File: config.mk
export PLATFORM = sky130hd
export DESIGN_NAME = imem_loader_flat
export DESIGN_NICKNAME = d
export VERILOG_FILES = /design/src/rtl/imem_loader_pkg.sv /design/src/rtl/imem_loader_if.sv /design/src/rtl/imem_loader_word_packer.sv /design/src/rtl/imem_loader.sv /design/src/flat_wrapper.sv
export SDC_FILE = /design/constraint.sdc
export NUM_CORES = 1
export LEC_CHECK = 0
export CORE_AREA = 2 2 110 192
export DETAILED_ROUTE_END_ITERATION = 10
export DIE_AREA = 0 0 112 194
export PLACE_DENSITY = 0.53
export SYNTH_ARGS = -nofsm -noshare
export SYNTH_HDL_FRONTEND = slang
export SYNTH_SLANG_ARGS = --single-unit
File: constraint.sdc
create_clock -name clk -period 7 [get_ports clk]
set_clock_uncertainty 0.2 [all_clocks]
set_input_delay 1.05 -clock clk [delete_from_list [all_inputs] [get_ports clk]]
set_output_delay 1.05 -clock clk [all_outputs]
set_load 0.02 [all_outputs]
File: src/rtl/imem_loader_pkg.sv
// imem_loader_pkg
//   Shared constants for the instruction-memory loader: the FSM state
//   encodings, the frame field widths and the default inter-byte timeout.
//   No ports; imported by the interface, the loader top and the word packer.
package imem_loader_pkg;

  // FSM state encodings (3-bit, kept as plain constants for legacy tools)
  localparam logic [2:0] ST_IDLE = 3'd0;
  localparam logic [2:0] ST_LEN0 = 3'd1;
  localparam logic [2:0] ST_LEN1 = 3'd2;
  localparam logic [2:0] ST_DATA = 3'd3;
  localparam logic [2:0] ST_CSUM = 3'd4;
  localparam logic [2:0] ST_ERR  = 3'd5;

  // Frame fields
  localparam int BYTE_W         = 8;
  localparam int WORD_W         = 32;
  localparam int BYTES_PER_WORD = WORD_W / BYTE_W;
  localparam int LEN_W          = 16;

  localparam int DEFAULT_TIMEOUT_CYC = 1_000_000;

endpackage

File: src/rtl/imem_loader_if.sv
// imem_loader_if
//   Bundles the loader's control, byte-stream and imem write-port signals.
//   Parameter ADDR_W: imem word-address width.
//   Modports:
//     slave  - the loader: takes start/rx_data/rx_valid, drives the imem
//              write port and the status flags.
//     master - the surrounding system (receiver, host, core, imem).
interface imem_loader_if
  import imem_loader_pkg::*;
#(
  parameter int ADDR_W = 14
);
  logic                start;
  logic [BYTE_W-1:0]   rx_data;
  logic                rx_valid;
  logic                imem_we;
  logic [ADDR_W-1:0]   imem_addr;
  logic [WORD_W-1:0]   imem_wdata;
  logic                cpu_hold;
  logic                load_done;
  logic                load_err;

  modport slave (
    input  start, rx_data, rx_valid,
    output imem_we, imem_addr, imem_wdata, cpu_hold, load_done, load_err
  );

  modport master (
    output start, rx_data, rx_valid,
    input  imem_we, imem_addr, imem_wdata, cpu_hold, load_done, load_err
  );
endinterface

File: src/rtl/imem_loader_word_packer.sv
// word_packer
//   Assembles little-endian bytes into 32-bit words and keeps the running
//   XOR checksum of every byte it accepts.
//   Ports:
//     clk, rst    clock, asynchronous active-low reset
//     clr         clears byte index, lanes and checksum (start of a frame)
//     byte_valid  accept rx_byte this cycle
//     rx_byte     incoming byte
//     word        assembled word, including the byte arriving this cycle
//     word_ready  this cycle's byte completes a word
//     csum        XOR of all bytes accepted since clr
module word_packer
  import imem_loader_pkg::*;
(
  input  logic              clk,
  input  logic              rst,
  input  logic              clr,
  input  logic              byte_valid,
  input  logic [BYTE_W-1:0] rx_byte,
  output logic [WORD_W-1:0] word,
  output logic              word_ready,
  output logic [BYTE_W-1:0] csum
);
  localparam int IDX_W = $clog2(BYTES_PER_WORD);

  logic [IDX_W-1:0]  k_q, k_d;
  logic [BYTE_W-1:0] csum_q, csum_d;

  // Byte index wraps naturally from 3 back to 0 after each word.
  always_comb begin
    k_d    = k_q;
    csum_d = csum_q;
    if (clr) begin
      k_d    = '0;
      csum_d = '0;
    end else if (byte_valid) begin
      k_d    = k_q + IDX_W'(1);
      csum_d = csum_q ^ rx_byte;
    end
  end

  always_ff @(posedge clk or negedge rst) begin
    if (!rst) begin
      k_q    <= '0;
      csum_q <= '0;
    end else begin
      k_q    <= k_d;
      csum_q <= csum_d;
    end
  end

  assign word_ready = byte_valid && (k_q == IDX_W'(BYTES_PER_WORD - 1));
  assign csum       = csum_q;

  // One register per byte lane; the lane being written this cycle is
  // bypassed so the full word is available together with word_ready.
  for (genvar gi = 0; gi < BYTES_PER_WORD; gi++) begin : g_lane
    logic [BYTE_W-1:0] lane_q, lane_d;
    logic              hit;

    assign hit = byte_valid && (k_q == IDX_W'(gi));

    always_comb begin
      lane_d = lane_q;
      if (clr)      lane_d = '0;
      else if (hit) lane_d = rx_byte;
    end

    always_ff @(posedge clk or negedge rst) begin
      if (!rst) lane_q <= '0;
      else      lane_q <= lane_d;
    end

    assign word[gi*BYTE_W +: BYTE_W] = hit ? rx_byte : lane_q;
  end

endmodule

File: src/rtl/imem_loader.sv
// imem_loader
//   Receives a program frame (16-bit LE word count, LE 32-bit words, XOR
//   checksum byte) from a byte stream, writes the words to imem from word
//   address 0 upwards and holds the core while loading or after a failure.
//   Parameters: ADDR_W (imem word-address width), TIMEOUT_CYC (max idle
//   cycles between bytes of one frame).
//   Ports:
//     clk  clock, rising edge
//     rst  asynchronous active-low reset
//     bus  imem_loader_if.slave: start, rx_data/rx_valid in; imem_we,
//          imem_addr, imem_wdata, cpu_hold, load_done, load_err out
module imem_loader
  import imem_loader_pkg::*;
#(
  parameter int ADDR_W      = 14,
  parameter int TIMEOUT_CYC = DEFAULT_TIMEOUT_CYC
)
(
  input  logic         clk,
  input  logic         rst,
  imem_loader_if.slave bus
);
  localparam int TO_W     = $clog2(TIMEOUT_CYC + 1);
  localparam int LEN_X_W  = LEN_W + 1;
  localparam int IDX_W    = ADDR_W + 1;
  localparam logic [TO_W-1:0]    TO_LAST = TO_W'(TIMEOUT_CYC - 1);
  localparam logic [LEN_X_W-1:0] MAX_LEN = LEN_X_W'(1) << ADDR_W;

  logic [2:0]        state_q, state_d;
  logic [BYTE_W-1:0] len_lo_q, len_lo_d;
  logic [IDX_W-1:0]  len_q, len_d;
  logic [IDX_W-1:0]  idx_q, idx_d;
  logic [TO_W-1:0]   to_q, to_d;
  logic              we_q, we_d;
  logic [ADDR_W-1:0] addr_q, addr_d;
  logic [WORD_W-1:0] wdata_q, wdata_d;
  logic              hold_q, hold_d;
  logic              done_q, done_d;
  logic              err_q, err_d;

  logic [LEN_W-1:0]  len_full;
  logic [IDX_W-1:0]  idx_inc;
  logic              go_err;
  logic              pk_clr, pk_valid, pk_ready;
  logic [WORD_W-1:0] pk_word;
  logic [BYTE_W-1:0] pk_csum;

  word_packer u_packer (
    .clk        (clk),
    .rst        (rst),
    .clr        (pk_clr),
    .byte_valid (pk_valid),
    .rx_byte    (bus.rx_data),
    .word       (pk_word),
    .word_ready (pk_ready),
    .csum       (pk_csum)
  );

  assign len_full = {bus.rx_data, len_lo_q};
  // Index and length carry one extra bit so a full 2^ADDR_W image
  // terminates on the compare instead of wrapping the address.
  assign idx_inc  = idx_q + IDX_W'(1);

  always_comb begin
    state_d  = state_q;
    len_lo_d = len_lo_q;
    len_d    = len_q;
    idx_d    = idx_q;
    to_d     = to_q;
    we_d     = 1'b0;
    addr_d   = addr_q;
    wdata_d  = wdata_q;
    hold_d   = hold_q;
    done_d   = done_q;
    err_d    = err_q;
    go_err   = 1'b0;
    pk_clr   = 1'b0;
    pk_valid = 1'b0;

    // Inter-byte timeout, only while a frame is being received.
    if (state_q == ST_LEN0 || state_q == ST_LEN1 ||
        state_q == ST_DATA || state_q == ST_CSUM) begin
      if (bus.rx_valid)        to_d   = '0;
      else if (to_q == TO_LAST) go_err = 1'b1;
      else                     to_d   = to_q + TO_W'(1);
    end

    case (state_q)
      ST_IDLE, ST_ERR: begin
        // Bytes arriving here (even with start) are dropped.
        if (bus.start) begin
          done_d  = 1'b0;
          err_d   = 1'b0;
          hold_d  = 1'b1;
          idx_d   = '0;
          to_d    = '0;
          pk_clr  = 1'b1;
          state_d = ST_LEN0;
        end
      end
      ST_LEN0: begin
        if (bus.rx_valid) begin
          len_lo_d = bus.rx_data;
          state_d  = ST_LEN1;
        end
      end
      ST_LEN1: begin
        if (bus.rx_valid) begin
          len_d = len_full[IDX_W-1:0];
          if ({1'b0, len_full} > MAX_LEN) go_err  = 1'b1;
          else if (len_full == '0)        state_d = ST_CSUM;
          else                            state_d = ST_DATA;
        end
      end
      ST_DATA: begin
        pk_valid = bus.rx_valid;
        if (bus.rx_valid && pk_ready) begin
          we_d    = 1'b1;
          addr_d  = idx_q[ADDR_W-1:0];
          wdata_d = pk_word;
          idx_d   = idx_inc;
          if (idx_inc == len_q) state_d = ST_CSUM;
        end
      end
      ST_CSUM: begin
        if (bus.rx_valid) begin
          if (bus.rx_data == pk_csum) begin
            done_d  = 1'b1;
            hold_d  = 1'b0;
            state_d = ST_IDLE;
          end else begin
            go_err = 1'b1;
          end
        end
      end
      default: state_d = ST_IDLE;
    endcase

    if (go_err) begin
      state_d = ST_ERR;
      err_d   = 1'b1;
      hold_d  = 1'b1;
    end
  end

  always_ff @(posedge clk or negedge rst) begin
    if (!rst) begin
      state_q  <= ST_IDLE;
      len_lo_q <= '0;
      len_q    <= '0;
      idx_q    <= '0;
      to_q     <= '0;
      we_q     <= 1'b0;
      addr_q   <= '0;
      wdata_q  <= '0;
      hold_q   <= 1'b0;
      done_q   <= 1'b0;
      err_q    <= 1'b0;
    end else begin
      state_q  <= state_d;
      len_lo_q <= len_lo_d;
      len_q    <= len_d;
      idx_q    <= idx_d;
      to_q     <= to_d;
      we_q     <= we_d;
      addr_q   <= addr_d;
      wdata_q  <= wdata_d;
      hold_q   <= hold_d;
      done_q   <= done_d;
      err_q    <= err_d;
    end
  end

  assign bus.imem_we    = we_q;
  assign bus.imem_addr  = addr_q;
  assign bus.imem_wdata = wdata_q;
  assign bus.cpu_hold   = hold_q;
  assign bus.load_done  = done_q;
  assign bus.load_err   = err_q;

endmodule

File: src/flat_wrapper.sv
// flat-port wrapper written by rule: the top's interface ports become plain ports
module imem_loader_flat import imem_loader_pkg::*;
#(
  parameter int ADDR_W      = 14,
  parameter int TIMEOUT_CYC = DEFAULT_TIMEOUT_CYC
)
  (clk, rst, bus_start, bus_rx_data, bus_rx_valid, bus_imem_we, bus_imem_addr, bus_imem_wdata, bus_cpu_hold, bus_load_done, bus_load_err);
  imem_loader_if #(.ADDR_W(ADDR_W)) bus_i ();
  input  logic clk;
  input  logic rst;
  input wire logic [$bits(bus_i.start)-1:0] bus_start;
  input wire logic [$bits(bus_i.rx_data)-1:0] bus_rx_data;
  input wire logic [$bits(bus_i.rx_valid)-1:0] bus_rx_valid;
  output wire logic [$bits(bus_i.imem_we)-1:0] bus_imem_we;
  output wire logic [$bits(bus_i.imem_addr)-1:0] bus_imem_addr;
  output wire logic [$bits(bus_i.imem_wdata)-1:0] bus_imem_wdata;
  output wire logic [$bits(bus_i.cpu_hold)-1:0] bus_cpu_hold;
  output wire logic [$bits(bus_i.load_done)-1:0] bus_load_done;
  output wire logic [$bits(bus_i.load_err)-1:0] bus_load_err;
  assign bus_i.start = bus_start;
  assign bus_i.rx_data = bus_rx_data;
  assign bus_i.rx_valid = bus_rx_valid;
  assign bus_imem_we = bus_i.imem_we;
  assign bus_imem_addr = bus_i.imem_addr;
  assign bus_imem_wdata = bus_i.imem_wdata;
  assign bus_cpu_hold = bus_i.cpu_hold;
  assign bus_load_done = bus_i.load_done;
  assign bus_load_err = bus_i.load_err;
  imem_loader #(.ADDR_W(ADDR_W), .TIMEOUT_CYC(TIMEOUT_CYC)) u_core (.clk(clk), .rst(rst), .bus(bus_i));
endmodule
==> metrics.txt <==
Post-synth EDFFs=0; status=finished, final reports clean; number of global-route vias before repair=~5600; postcts setup bufs=0; most frequent cells in the layout=dfrtp_1, nand2_1, nor2_1, clkdlybuf4s50_1, o21ai_0; via count=about 5300; post-synthesis sequential area ratio=0.519; worst path required time=between 7000 and 8000 ps; period utilization=0.616; syn_nets=741; relative slew slack=0.345; pin count of the biggest net entering global routing=81; CTS tree=yes; crit end category=flip-flop; slew at the pin closest to its max-slew limit=slightly below 1000 ps; Die Ht=just under 200 µm; RSZ-0062 raised after global routing=false; Core Area=~0.02 mm²; Post-Syn Instances=just over 700; clk_lat worst skew=between 400 and 500 ps; die area=roughly 0.022 mm²; mapped cell area=0.00699 mm²; WP buf/inv=3; layout cells sized above 1=0.0936; largest cells by area after synthesis=dfrtp_1, nand2_1, mux2i_1; CTS Hold Buffers Added=0; fillers=2011; GRT Util Overall=0.163; commonest non-fill, non-tap cell in the layout=dfrtp_1; Ys Warns=0; routed len/inst=between 15 and 20 µm; Chip Width=around 110 µm; max cap viols=0; max frequency=0.232 GHz; post-route minimum period=~4300 ps; kind of critical path=in2reg; TNS Setup=0 ps; row cnt=69; pwr dens=around 360 mW/mm²; ant diodes=0; leakage=0.00381 µW; TritonCTS Buffers=17; cell taking the most area after synthesis=dfrtp_1; Nets=a little under 800; Fin. Hold Viols=0; Worst setup SP type=input pin; CTS max path bufs=2; Slew Limit Fails=0; Clk pin slew, worst setup/hold paths=approximately 60 ps; Ports=62; initial antenna violation count=0; Seq cells post-synth=approximately 150; 1st-iter DRT viols=212; H-tree depth=4; Hold Path Class=reg2reg; Starting Density=0.346; clock tree root buffer cell=clkbuf_16; CP Max Fanout=80; Initial DRT Pass Iterations=4; CP peak stage delay=660 ps; first-pass GRT wire length=between 20 and 30 mm; Placed Area=between 0.007 and 0.008 mm²; grt ovf=0; Main synth FF type=dfrtp_1; via/cell ratio=5.18; design area=0.00831 mm²; gpl congestion=between 0.8 and 0.9; critical path's top delay family=buffers and inverters; crit path cell chain=clkdlybuf4s50_1 > and4b_1 > nand2_2 > buf_4 > inv_1 > and2_1 > o21ai_0 > o31ai_1; hpwl dp=around 12 mm; Worst VDD drop=about 0.18 mV; area fraction of the dominant cell type after synthesis=0.519; Netlist cell types=just under 60; Final ANT Viol Nets=0; mean post-synth cell area=between 9 and 10 µm²; P&R area growth vs syn=18.9%; clk sinks=~150; PostCTS Resize Cnt=0; DRC viols=0; WL final=roughly 17 mm; Finish-stage setup viols=0; Pwr Total=~3000 µW; Worst Path Arrival=4380 ps; CP max stage cell=inv_1; Port Buffers=~60; post-synthesis async set-or-reset flop share=1.00
final cells by class:
cell class / count / area, µm² / area share
Timing Repair Buffer: 65 / 642 / 0.0772
Multi-Input combinational cell: 517 / 3120 / 0.376
Inverter: 10 / 37.5 / 0.00452
Tap cell: 248 / 310 / 0.0373
Sequential cell: 145 / 3630 / 0.437
Clock inverter: 14 / 133 / 0.0160
Clock buffer: 18 / 439 / 0.0528
synthesized netlist by cell type (all sizes together) (5+ instances only):
| master | n |
|---|---|
| a21oi | 15 |
| a31oi | 8 |
| and2 | 6 |
| and3 | 10 |
| and4 | 5 |
| buf | 11 |
| clkbuf | 40 |
| dfrtp | 145 |
| ha | 6 |
| inv | 10 |
| mux2 | 22 |
| mux2i | 27 |
| nand2 | 136 |
| nand3 | 12 |
| nand4 | 17 |
| nor2 | 71 |
| nor3 | 10 |
| nor4 | 10 |
| o21ai | 54 |
| o31ai | 8 |
| or3 | 5 |
| xnor2 | 23 |
| xor2 | 26 |
logic make-up (layout without fill, tap and decap cells):
group / after synthesis / in the layout / synth area share
AO/OA/AOI/OAI: 114 / 114 / 0.100
XOR/XNOR: 49 / 49 / 0.0614
adder cells (fa/ha/maj): 7 / 7 / 0.0122
buffers and inverters: 61 / 107 / 0.0346
flip-flops: 145 / 145 / 0.519
multiplexers: 49 / 49 / 0.0741
AND/OR/NAND/NOR: 298 / 298 / 0.198
sequential cells by signal (all words and copies together), names as in the netlist:
| register | flops |
|---|---|
| u_core.bus.imem_wdata | 32 |
| u_core.u_packer.g_lane.lane_q | 24 |
| u_core.to_q | 20 |
| u_core.idx_q | 15 |
| u_core.len_q | 15 |
| u_core.bus.imem_addr | 14 |
| u_core.len_lo_q | 8 |
| u_core.u_packer.csum | 8 |
| u_core.state_q | 3 |
| u_core.u_packer.k_q | 2 |
| u_core.bus.cpu_hold | 1 |
| u_core.bus.imem_we | 1 |
| u_core.bus.load_done | 1 |
| u_core.bus.load_err | 1 |
power by group:
part | total, µW | switching (µW) | internal [µW]
clock network | 880 | 376 | 504
logic | 868 | 478 | 390
registers | 1230 | 167 | 1060
worst register-to-register path, stage by stage, from the launching register on:
cell,delay [ps]
dfrtp_1,600
and4b_1,430
nand2_2,290
buf_4,650
inv_1,710
and2_1,330
o21ai_0,150
o31ai_1,90
metrics by stage:
step	utilization	instances	setup slack, ps	hold slack, ps
after CTS	0.411	1017	2670	281
after floorplan	-	723	4290	272
after global placement	0.383	985	2360	264
after detailed placement	0.383	985	2230	266
after global routing	0.411	1017	2300	301
final	0.411	1017	2690	272
layer usage:
layer | global-route usage | up-vias | routed length (µm)
li1 | - | 2550 | -
met1 | 0.184 | 2608 | 7040
met2 | 0.296 | 81 | 9220
met3 | 0.0266 | 29 | 280
met4 | 0.0777 | 0 | 482
met5 | 0 | - | 0
path summary, 6_finish.rpt:
path	start	endpoint	slack, ps	depth (start not counted)
max in group asynchronous	rst	u_core.u_packer.k_q[0]	4710	2
min in group asynchronous	rst	u_core.bus.imem_wdata[25]	440	1
hold / removal	u_core.bus.imem_addr[5]	u_core.bus.imem_addr[5]	270	2
setup reg to reg	u_core.state_q[2]	u_core.idx_q[6]	3420	7
hold reg to reg	u_core.bus.imem_addr[5]	u_core.bus.imem_addr[5]	270	2
setup / recovery	bus_rx_valid	u_core.idx_q[6]	2690	8
Power figures use the tool's default switching activity.
